### src/rtl/clock_step_controller_if.sv
// Control and status bundle for clock_step_controller: run/halt/step requests in,
// processor clock enable and progress status out.
interface clock_step_controller_if #(
   parameter int unsigned CNT_W = 32
);
   logic             run;
   logic             halt;
   logic             step;
   logic [7:0]       step_n;
   logic [3:0]       div_sel;
   logic             cpu_en;
   logic [1:0]       state;
   logic             step_done;
   logic [CNT_W-1:0] cycle_cnt;

   modport master (
      output run, halt, step, step_n, div_sel,
      input  cpu_en, state, step_done, cycle_cnt
   );

   modport slave (
      input  run, halt, step, step_n, div_sel,
      output cpu_en, state, step_done, cycle_cnt
   );
endinterface

### src/rtl/clock_step_controller.sv
// Generates divided one-clk enable pulses for a processor in free-running (RUN)
// or fixed-length burst (STEP) mode, with a lifetime count of issued enables.
module clock_step_controller #(
   parameter int unsigned CNT_W = 32
) (
   input logic                  clk,
   input logic                  rst,
   clock_step_controller_if.slave bus
);

   typedef enum logic [1:0] {
      ST_HALT = 2'b00,
      ST_RUN  = 2'b01,
      ST_STEP = 2'b10
   } state_e;

   state_e           state_q, state_d;
   logic [3:0]       pre_cnt_q, pre_cnt_d;
   logic [3:0]       div_q, div_d;
   logic [7:0]       rem_q, rem_d;
   logic             cpu_en_q, cpu_en_d;
   logic             step_done_q, step_done_d;
   logic [CNT_W-1:0] cycle_cnt_q, cycle_cnt_d;
   logic             wrap;

   assign wrap = (pre_cnt_q == div_q);

   always_comb begin
      state_d     = state_q;
      pre_cnt_d   = pre_cnt_q;
      div_d       = div_q;
      rem_d       = rem_q;
      cpu_en_d    = 1'b0;
      step_done_d = 1'b0;
      case (state_q)
         ST_HALT: begin
            pre_cnt_d = '0;
            if (!bus.halt) begin
               if (bus.run) begin
                  state_d = ST_RUN;
                  div_d   = bus.div_sel;
               end else if (bus.step) begin
                  state_d = ST_STEP;
                  div_d   = bus.div_sel;
                  rem_d   = (bus.step_n == 8'd0) ? 8'd1 : bus.step_n;
               end
            end
         end
         ST_RUN: begin
            // Stop requests take precedence over a coinciding wrap.
            if (bus.halt || !bus.run) begin
               state_d   = ST_HALT;
               pre_cnt_d = '0;
            end else if (wrap) begin
               cpu_en_d  = 1'b1;
               pre_cnt_d = '0;
               div_d     = bus.div_sel;
            end else begin
               pre_cnt_d = pre_cnt_q + 4'd1;
            end
         end
         ST_STEP: begin
            if (bus.halt) begin
               state_d   = ST_HALT;
               pre_cnt_d = '0;
               rem_d     = '0;
            end else if (wrap) begin
               cpu_en_d  = 1'b1;
               pre_cnt_d = '0;
               div_d     = bus.div_sel;
               // Last enable of the burst leaves together with the HALT transition.
               if (rem_q <= 8'd1) begin
                  step_done_d = 1'b1;
                  state_d     = ST_HALT;
                  rem_d       = '0;
               end else begin
                  rem_d = rem_q - 8'd1;
               end
            end else begin
               pre_cnt_d = pre_cnt_q + 4'd1;
            end
         end
         default: begin
            state_d   = ST_HALT;
            pre_cnt_d = '0;
         end
      endcase
      cycle_cnt_d = cpu_en_d ? (cycle_cnt_q + {{(CNT_W-1){1'b0}}, 1'b1}) : cycle_cnt_q;
   end

   always_ff @(posedge clk) begin
      if (rst) begin
         state_q     <= ST_HALT;
         pre_cnt_q   <= '0;
         div_q       <= '0;
         rem_q       <= '0;
         cpu_en_q    <= 1'b0;
         step_done_q <= 1'b0;
         cycle_cnt_q <= '0;
      end else begin
         state_q     <= state_d;
         pre_cnt_q   <= pre_cnt_d;
         div_q       <= div_d;
         rem_q       <= rem_d;
         cpu_en_q    <= cpu_en_d;
         step_done_q <= step_done_d;
         cycle_cnt_q <= cycle_cnt_d;
      end
   end

   assign bus.cpu_en    = cpu_en_q;
   assign bus.state     = state_q;
   assign bus.step_done = step_done_q;
   assign bus.cycle_cnt = cycle_cnt_q;

endmodule

### src/flat_wrapper.sv
// flat-port wrapper written by rule: the top's interface ports become plain ports
module clock_step_controller_flat 
#(
   parameter int unsigned CNT_W = 32
)
  (clk, rst, bus_run, bus_halt, bus_step, bus_step_n, bus_div_sel, bus_cpu_en, bus_state, bus_step_done, bus_cycle_cnt);
  clock_step_controller_if #(.CNT_W(CNT_W)) bus_i ();
  input logic clk;
  input logic rst;
  input wire logic [$bits(bus_i.run)-1:0] bus_run;
  input wire logic [$bits(bus_i.halt)-1:0] bus_halt;
  input wire logic [$bits(bus_i.step)-1:0] bus_step;
  input wire logic [$bits(bus_i.step_n)-1:0] bus_step_n;
  input wire logic [$bits(bus_i.div_sel)-1:0] bus_div_sel;
  output wire logic [$bits(bus_i.cpu_en)-1:0] bus_cpu_en;
  output wire logic [$bits(bus_i.state)-1:0] bus_state;
  output wire logic [$bits(bus_i.step_done)-1:0] bus_step_done;
  output wire logic [$bits(bus_i.cycle_cnt)-1:0] bus_cycle_cnt;
  assign bus_i.run = bus_run;
  assign bus_i.halt = bus_halt;
  assign bus_i.step = bus_step;
  assign bus_i.step_n = bus_step_n;
  assign bus_i.div_sel = bus_div_sel;
  assign bus_cpu_en = bus_i.cpu_en;
  assign bus_state = bus_i.state;
  assign bus_step_done = bus_i.step_done;
  assign bus_cycle_cnt = bus_i.cycle_cnt;
  clock_step_controller #(.CNT_W(CNT_W)) u_core (.clk(clk), .rst(rst), .bus(bus_i));
endmodule
### config.mk
export PLATFORM = sky130hd
export DESIGN_NAME = clock_step_controller_flat
export DESIGN_NICKNAME = d
export VERILOG_FILES = /design/src/rtl/clock_step_controller_if.sv /design/src/rtl/clock_step_controller.sv /design/src/flat_wrapper.sv
export SDC_FILE = /design/constraint.sdc
export NUM_CORES = 1
export LEC_CHECK = 0
export CAP_MARGIN = 20
export CORE_MARGIN = 2
export CORE_UTILIZATION = 56
export DETAILED_ROUTE_END_ITERATION = 10
export GPL_TIMING_DRIVEN = 0
export PLACE_DENSITY_LB_ADDON = 0.08
export SYNTH_ARGS = -nofsm -noshare
export SYNTH_HDL_FRONTEND = slang
export SYNTH_SLANG_ARGS = --single-unit
export TNS_END_PERCENT = 5
### constraint.sdc
create_clock -name clk -period 3.4 [get_ports clk]
set_input_delay 0.51 -clock clk [delete_from_list [all_inputs] [get_ports clk]]
set_output_delay 0.51 -clock clk [all_outputs]
set_load 0.1 [all_outputs]
== After elaboration in Yosys (flattened, before gate mapping) ==
Cells that the tools add are included.

* Bits in registers: 52
* Latch bits: 0
* ROM bits: 0
* Bits in writable memories: 0
* Logic and storage cells: 67
* Memories: 0
* Input port bits: 17

* Shift operators: 0
* Eq/ne operators: 12
* Multipliers: 0
* Div/mod/pow operators: 0
* Magnitude comparators: 1
* Add/sub/neg operators: 3
* Bitwise logic cells: 2
* Muxes and demuxes: 32
* Reductions and logical operators: 10

{| class="wikitable"
|+ Operators with widths
! operator !! number
|-
| $mux W8 || 7
|-
| $mux W4 || 9
|-
| $add A32 B1 Y32 const B || 1
|-
| $pmux W8 S2 || 1
|-
| $reduce_and A5 Y1 || 3
|-
| $mux W2 || 7
|-
| $pmux W4 S3 || 1
|-
| $ne A2 B2 Y1 const B || 5
|-
| $le A8 B1 Y1 const B || 1
|-
| $logic_not A8 Y1 || 1
|-
| $pmux W4 S2 || 1
|-
| $sub A8 B1 Y8 const B || 1
|-
| $ne A3 B2 Y1 const B || 2
|-
| $pmux W2 S3 || 1
|-
| $add A4 B1 Y4 const B || 1
|-
| $eq A4 B4 Y1 || 1
|-
| $mux W1 || 4
|-
| $reduce_or A4 Y1 || 1
|-
| $ne A3 B3 Y1 const B || 1
|-
| $reduce_bool A3 Y1 || 1
|-
| $eq A2 B1 Y1 const B || 1
|-
| $eq A2 B2 Y1 const B || 1
|-
| $logic_not A2 Y1 || 1
|-
| $ne A2 B1 Y1 const B || 1
|-
| other kinds (5) || 6
|}

== Longest topological paths before layout ==
Gate-level depths: netlist of run 1.

* Word-level depth: 6
* Mapped depth: 10

== Worst setup path before layout of run 1 ==
No wires, ideal clock.

* Path kind: register to register
* Start: register u_core.state_q[0], in the netlist u_core.bus.state[0]
* End: register u_core.cycle_cnt_q[13], in the netlist u_core.bus.cycle_cnt[13]
* Setup slack: 0.455 ns
* Stages on the path, launching flop included: 9
* Data arrival time: 2.824 ns
* Required time: 3.279 ns
* Library setup time: 0.121 ns
* Cell sequence: dfxtp_1 inv_1 ha_1 nand2b_1 nor3b_2 nand4_2 buf_2 nor3_1 mux2_2

* Longest elaborated chain between the ends: 2
* Elaborated cells on any way between the ends: 3
* Classes of those cells: eq/ne (2); mux (1)

{| class="wikitable"
|+ RTL lines
! element !! line !! source
|-
| from (decl) || clock_step_controller.sv:17 || <nowiki>state_e state_q, state_d;</nowiki>
|-
| from (signal assigned) || clock_step_controller.sv:101 || <nowiki>state_q <= state_d;</nowiki>
|-
| $eq A2 B2 Y1 or $eq A2 B1 Y1 (tied branches) || clock_step_controller.sv:35 || <nowiki>case (state_q)</nowiki>
|-
| $pmux W1 S2 * || clock_step_controller.sv:35 ||
|-
| to (signal assigned) || clock_step_controller.sv:107 || <nowiki>cycle_cnt_q <= cycle_cnt_d;</nowiki>
|-
| to (decl) || clock_step_controller.sv:23 || <nowiki>logic [CNT_W-1:0] cycle_cnt_q, cycle_cnt_d;</nowiki>
|}

Mark *: on every way between the ends. The rest lies on a longest branch, timed or not.
A chain may end at the register's enable or synchronous reset.

== Worst setup path after layout of run 1 ==
* Start: input port bus_run
* End: register u_core.cycle_cnt_q[13], in the netlist u_core.bus.cycle_cnt[13]

* Longest elaborated chain between the ends: 4

{| class="wikitable"
|+ RTL lines
! element !! line !! source
|-
| from (decl) || flat_wrapper.sv:10 || <nowiki>input wire logic [$bits(bus_i.run)-1:0] bus_run;</nowiki>
|-
| $logic_not A1 Y1 || clock_step_controller.sv:51 || <nowiki>if (bus.halt || !bus.run) begin</nowiki>
|-
| $logic_or A1 B1 Y1 || clock_step_controller.sv:51 ||
|-
| $mux W1 || clock_step_controller.sv:51 ||
|-
| $pmux W1 S2 || clock_step_controller.sv:35 ||
|}

No other way between the ends.

==> out/metrics.cfg, run 1 <==
[clock_tree]
tritoncts = done
post_cts_buffers = 0
cts-root-buf = clkbuf_8
clk_pin_slew_ps = 90
htreeDepth = 2
ctsHoldBuffers = 0
clock_latency_ps = 300
cts_made_buffers = 5
cts_max_path_buffers = 2
cts_resized = 0
clkSinkCount = 52

[synth]
synth_area_um2 = 2738
ys_seq_area_share_pct = 38.03
synth_cell_types = 45
synth-simple-area-share_pct = 29.80
muxShareOfSynthArea_pct = 2.285
yosys_warnings = 0
syn_inst = 334
synth_compound_area_share_pct = 17.78
synth.net_count = 358
synth_xor_xnor_area_share_pct = 4.159
synth_top_family_by_area = simple AND/OR/NAND/NOR gates
syn_avg_cell_area_um2 = 8.196
synthAdderAreaFrac_pct = 3.199
ys_ff_latch = 52

[detailed_routing]
viasPerCell = 5.720
drc = 0
initialDrtViolationCount = 162
wirelength_mm = 6.464
vias = 2637
wire_per_inst_um = 14.02
dr.pass1.iters = 5
drtAntennaViolNets = 0

[cells_and_area]
areaGrowthSynthToFinish_pct = 25.37
seq_area_um2 = 1041
multi_input_area_um2 = 1567
mostFrequentLayoutCells = 52 x clkdlybuf4s50_1, 52 x dfxtp_1, 34 x a21oi_1, 34 x nor2_1, 21 x o21ai_0
antennaDiodeCount = 0
drive_gt1_share_pct = 4.822
final_nets = 417
nFillCells = 391
final_area_um2 = 3432

[critical_path]
cp.arrival_ps = 2790
cp-end-kind = flip-flop
start_kind = primary input
crit_type = in2reg
crit_fanout = 10
crit_required_ps = 3590

[die]
start_util_pct = 57.96
core_um2 = 4723
chipWidth_um = 73.92
die_area_um2 = 5464
ioPinCount = 53
rows = 25
die_h_um = 73.92

[global_routing]
grt.overflow.total = 0
grt_max_degree = 15
grt_pass1_wl_mm = 10.82
antenna_found_initial = 0
grt_usage_pct = 24.67
first_global_vias = 2365

[placement]
pre_cts_slack_ps = 506.4
postPlaceCellArea_um2 = 3342
port_buffers = 52
post-dp-hpwl_mm = 4.614
place.gp.congestion = 0.8591

[power_and_ir_drop]
power_density_nw_per_um2 = 394.7
p_leak_nw = 1.133
ir_drop_v = 0.0002920

[timing]
finalCritPeriodShare_pct = 76.30
slew_headroom_pct = 33.55
timing.fmax_mhz = 385.5
rsz0062_at_grt = false
finClkSkew_ps = 4.156
slew_viol_final = 0
finalHoldViolations = 0
tns_ps = 0
setup_viol = 0
fin_ws_ps = 805.8
period_needed_ps = 2594
worstMarginPinSlew_ps = 993.6

[hold_path]
min_path_type = reg2reg

[run_status]
outcome = completed

[job]
cap_violations = 0

==> per-layer routing <==
layer	share of wire [%]	up-vias	GRT usage (%)
met4	0.76	0	6.061
met2	46	78	39.58
li1	-	1349	-
met1	48	1203	34.57
met5	0	-	0
met3	5.0	7	4.252
==> layout make-up <==
class	count	area share, %
Buffer	16	2.042
Clock buffer	8	2.625
Multi-Input combinational cell	250	45.64
Inverter	16	1.750
Timing Repair Buffer	52	15.17
Sequential cell	52	30.33
Tap cell	67	2.443
==> critical path: stages <==
cell             delay [ps]
clkdlybuf4s50_1         600
a21oi_1                 180
nor3b_2                 390
nand4_2                 260
buf_2                   280
nor3_1                  220
mux2_2                  350
==> state kept, by name, summed over array words and instances, names as in the netlist <==
register              count
u_core.bus.step_done      1
u_core.pre_cnt_q          4
u_core.rem_q              8
u_core.bus.state          2
u_core.bus.cycle_cnt     32
u_core.div_q              4
u_core.bus.cpu_en         1
==> synthesized netlist by cell type <==
master,n,share of area [%]
dfxtp_1,52,38
a21oi_1,34,6.2
nor2_1,34,4.7
o21ai_0,21,3.8
nand2_1,19,2.6
or4_1,17,4.7
inv_1,16,2.2
o31ai_1,16,4.4
clkbuf_1,13,1.8
nor3_1,13,2.4
nand3_1,11,2.0
xor2_1,11,3.5
nand4_1,10,2.3
ha_1,7,3.2
or3_1,7,1.6
nor2b_1,6,1.4
nor4_1,5,1.1
and4_1,4,1.3
mux2i_1,4,1.5
a211oi_1,2,0.55
a221oi_1,2,0.64
buf_2,2,0.37
mux2_2,2,0.82
nand2b_1,2,0.46
or2_2,2,0.46
or4b_1,2,0.73
xnor2_1,2,0.64
a21o_1,1,0.27
a311oi_1,1,0.32
and2_1,1,0.23
and3_1,1,0.23
buf_6,1,0.41
nand3_4,1,0.64
nand4_2,1,0.46
nor3b_1,1,0.27
nor3b_2,1,0.46
nor4_2,1,0.46
nor4_4,1,0.78
nor4b_1,1,0.32
o21a_1,1,0.27
o221ai_1,1,0.32
o2bb2ai_1,1,0.32
o32ai_1,1,0.32
o41ai_1,1,0.32
or3b_2,1,0.32
==> where the power goes <==
part / internal [mW] / switching (mW)
clock: 0.166 / 0.193
combinational: 0.119 / 0.217
sequential: 0.634 / 0.0246
==> through the flow <==
step	utilization [%]	std cells	total power, mW	hold WS, ps
after floorplan	-	334	0.9136	439.9
after global placement	70.76	453	0.9971	451.8
after detailed placement	70.76	453	1.003	478.2
after CTS	72.66	461	1.357	499.4
after global routing	72.66	461	1.429	516.0
final	72.66	461	1.355	501.9
==> logic make-up after synthesis <==
family          Yosys count
xor+xnor                 13
flops                    52
compound gates           82
simple gates            142
buf+inv                  32
mux                       6
fa+ha+maj                 7
==> worst paths after layout <==
check	startpoint	endpoint	slack, ps	depth (start not counted)
setup / recovery	bus_run	u_core.bus.cycle_cnt[13]	810	7
hold / removal	u_core.pre_cnt_q[0]	u_core.pre_cnt_q[0]	500	1
setup reg to reg	u_core.bus.state[0]	u_core.bus.cycle_cnt[13]	890	9
hold reg to reg	u_core.pre_cnt_q[0]	u_core.pre_cnt_q[0]	500	1
(Power assumes the default switching activity.)
==> inputs of run 2 (changes only) <==
--- a/config.mk
+++ b/config.mk
@@ -7,7 +7,7 @@
 export LEC_CHECK = 0
 export CAP_MARGIN = 20
 export CORE_MARGIN = 2
-export CORE_UTILIZATION = 56
+export CORE_UTILIZATION = 47
 export DETAILED_ROUTE_END_ITERATION = 10
 export GPL_TIMING_DRIVEN = 0
 export PLACE_DENSITY_LB_ADDON = 0.08
==> constraint.sdc (replaced) <==
create_clock -name clk -period 2.23 [get_ports clk]
set_input_delay 0.3345 -clock clk [delete_from_list [all_inputs] [get_ports clk]]
set_output_delay 0.3345 -clock clk [all_outputs]
set_load 0.1 [all_outputs]
==> run 2 against run 1 <==
  * Global-route usage down 2.7 points
  * Sequential share of layout area down 0.28 points
  * Setup slack worse by 780 ps
  * Critical path type is now reg2out
  * First-iteration DRC count down 30%
  * Cell count up 1.3%
  * Hold slack worse by 12 ps
  * Highest routed layer unchanged
  * Die area up 18%
  * Combinational power up 68%
==> out/metrics.cfg, run 2 (synthesis results as in run 1) <==
[cells_and_area]
mostFrequentLayoutCells = 42 x clkdlybuf4s50_1, 34 x nor2_1, 33 x a21oi_1  ; was 52 x clkdlybuf4s50_1, 52 x dfxtp_1, 34 x a21oi_1, 34 x nor2_1, 21 x o21ai_0
drive_gt1_share_pct = 13.42  ; was 4.822%
areaGrowthSynthToFinish_pct = 30.48  ; was 25.37%
largest_reg_flops = 32  ; unchanged
final_common_cell = clkdlybuf4s50_1
nFillCells = 525  ; was 391
final_nets = 418  ; was 417
fin_util_pct = 64.09  ; was 72.66%
antennaDiodeCount = 0  ; unchanged
final_area_um2 = 3572  ; was 3432 um^2
layout.cells.non_filler = 467  ; was 461

[detailed_routing]
wirelength_mm = 6.802  ; was 6.464 mm
dr.pass1.iters = 4  ; was 5
vias = 2700  ; was 2,637
viasPerCell = 5.782  ; was 5.720
wire_per_inst_um = 14.57  ; was 14.02 um
initialDrtViolationCount = 113  ; was 162
drc = 0  ; unchanged
drtAntennaViolNets = 0  ; unchanged

[timing]
setup_viol = 0  ; unchanged
slew_viol_final = 0  ; unchanged
timing.hold.ws_ps = 489.5  ; was 501.9 ps
rsz0062_at_grt = true  ; was false
period_needed_ps = 2206
finalHoldViolations = 0  ; unchanged
worstMarginPinSlew_ps = 977.5  ; was 993.6 ps
slew_headroom_pct = 34.73  ; was 33.55%
timing.fmax_mhz = 453.4
finalCritPeriodShare_pct = 98.91
finClkSkew_ps = 11.69  ; was 4.156 ps

[power_and_ir_drop]
power_density_nw_per_um2 = 589.5  ; was 394.7 nW/um^2
ir_drop_v = 0.0003919  ; was 0.0002920 V
p_leak_nw = 1.319  ; was 1.133 nW

[global_routing]
antenna_found_initial = 0  ; unchanged
top_usage_layer = met2  ; unchanged
grt_max_degree = 16  ; was 15
grt.overflow.total = 0  ; unchanged
gr-usage-met2_pct = 35.25  ; was 39.58%
first_global_vias = 2433  ; was 2,365
use_met3_pct = 3.596  ; was 4.252%
grt_pass1_wl_mm = 11.32  ; was 10.82 mm
grt_usage_pct = 22.00  ; was 24.67%
met1_usage_pct = 30.15  ; was 34.57%

[clock_tree]
clkSinkCount = 52  ; unchanged
clk_pin_slew_ps = 100  ; was 90 ps
cts-root-buf = clkbuf_8  ; unchanged
clock_latency_ps = 310  ; was 300 ps
cts_max_path_buffers = 2  ; unchanged
tritoncts = done  ; unchanged
cts_made_buffers = 5  ; unchanged
htreeDepth = 2  ; unchanged

[critical_path]
path_buf_inv = 1  ; was 2
cp-end-kind = output port  ; was flip-flop
crit_chain = clkdlybuf4s50_1  ; was clkdlybuf4s50_1 > a21oi_1 > nor3b_2 > nand4_2 > buf_2 > nor3_1 > mux2_2
cp.arrival_ps = 1870  ; was 2790 ps
crit_fanout = 7  ; was 10
crit_type = reg2out  ; was in2reg
crit_path_top_delay_cell = clkdlybuf4s50_1  ; unchanged
crit_required_ps = 1900  ; was 3590 ps
crit_path_max_incr_delay_ps = 1150  ; was 600 ps
start_kind = flip-flop  ; was primary input
critPathTopFamily = buffers and inverters  ; unchanged

[job]
cap_violations = 0  ; unchanged

[hold_path]
min_path_type = reg2reg  ; unchanged

[placement]
placed_cells = 458  ; was 453
port_buffers = 52  ; unchanged
post-dp-hpwl_mm = 4.855  ; was 4.614 mm
place.gp.congestion = 0.9446  ; was 0.8591
postPlaceCellArea_um2 = 3448  ; was 3342 um^2

[die]
ioPinCount = 53  ; unchanged
core_um2 = 5574  ; was 4723 um^2
die_h_um = 80.32  ; was 73.92 um
start_util_pct = 49.11  ; was 57.96%
die_area_um2 = 6451  ; was 5464 um^2
rows = 27  ; was 25
chipWidth_um = 80.32  ; was 73.92 um

[run_status]
outcome = completed  ; unchanged

-- run 2: changes by cell type in the layout (fill, tap and decap cells not counted), moves of 3 or more --
| cell | previous run | this run |
|---|---|---|
| ha_1 | 7 | 4 |
| dfxtp_1 | 52 | 30 |
| clkdlybuf4s50_1 | 52 | 42 |
| dlymetal6s2s_1 | 0 | 5 |
| dfxtp_2 | 0 | 20 |
| dlygate4sd2_1 | 0 | 5 |
-- run 2: final timing paths --
kind                                 start                        to  slack (ps)  cells after the start
setup / recovery  u_core.bus.cycle_cnt[17]         bus_cycle_cnt[17]          20                      1
hold reg to reg        u_core.pre_cnt_q[0]       u_core.pre_cnt_q[0]         490                      1
setup reg to reg       u_core.bus.state[1]  u_core.bus.cycle_cnt[13]          30                      8
hold / removal         u_core.pre_cnt_q[0]       u_core.pre_cnt_q[0]         490                      1
-- run 2: report_power, final --
group	total [mW]	internal (mW)	switching [mW]	leakage, nW
Clock	0.529	0.221	0.308	0.0422
Sequential	1.01	0.968	0.0428	0.433
Combinational	0.566	0.215	0.351	0.844
Total	2.11	1.40	0.702	1.32
-- run 2: cell type report --
| type | instances | area (um^2) | share of cell area, % |
|---|---|---|---|
| repair buffers | 53 | 534.3 | 14.96 |
| multi-input cells | 250 | 1640 | 45.92 |
| well taps | 72 | 90.09 | 2.522 |
| clock buffers | 7 | 76.32 | 2.137 |
| inverters | 16 | 65.06 | 1.821 |
| flip-flops and latches | 52 | 1074 | 30.05 |
| clock inverters | 1 | 5.005 | 0.1401 |
| plain buffers | 16 | 87.58 | 2.452 |
-- run 2: what timing repair did --
action | in CTS | in global routing
pin swaps | 1 | 2
endpoints found under the setup margin | 24 | 40
gates resized for setup | 6 | 14
gates cloned | 0 | 0
hold buffers | 0 | 0
buffers inserted | 1 | 0
-- run 2: layer usage --
metal,vias to the layer above,wire length (um)
met1,1281,3213
met3,8,296
met2,56,3211
met5,-,0
met4,0,80
li1,1355,-
-- run 2: metrics by stage --
stage / power, mW / setup WS, ps / TNS, ps
floorplan: 1.419 / -8.099 / -16.12
finish: 2.106 / 24.41 / 0
CTS: 2.093 / -103.0 / -162.2
global placement: 1.556 / -420.6 / -7587
detailed placement: 1.560 / -382.7 / -7611
global route: 2.224 / -71.64 / -175.6
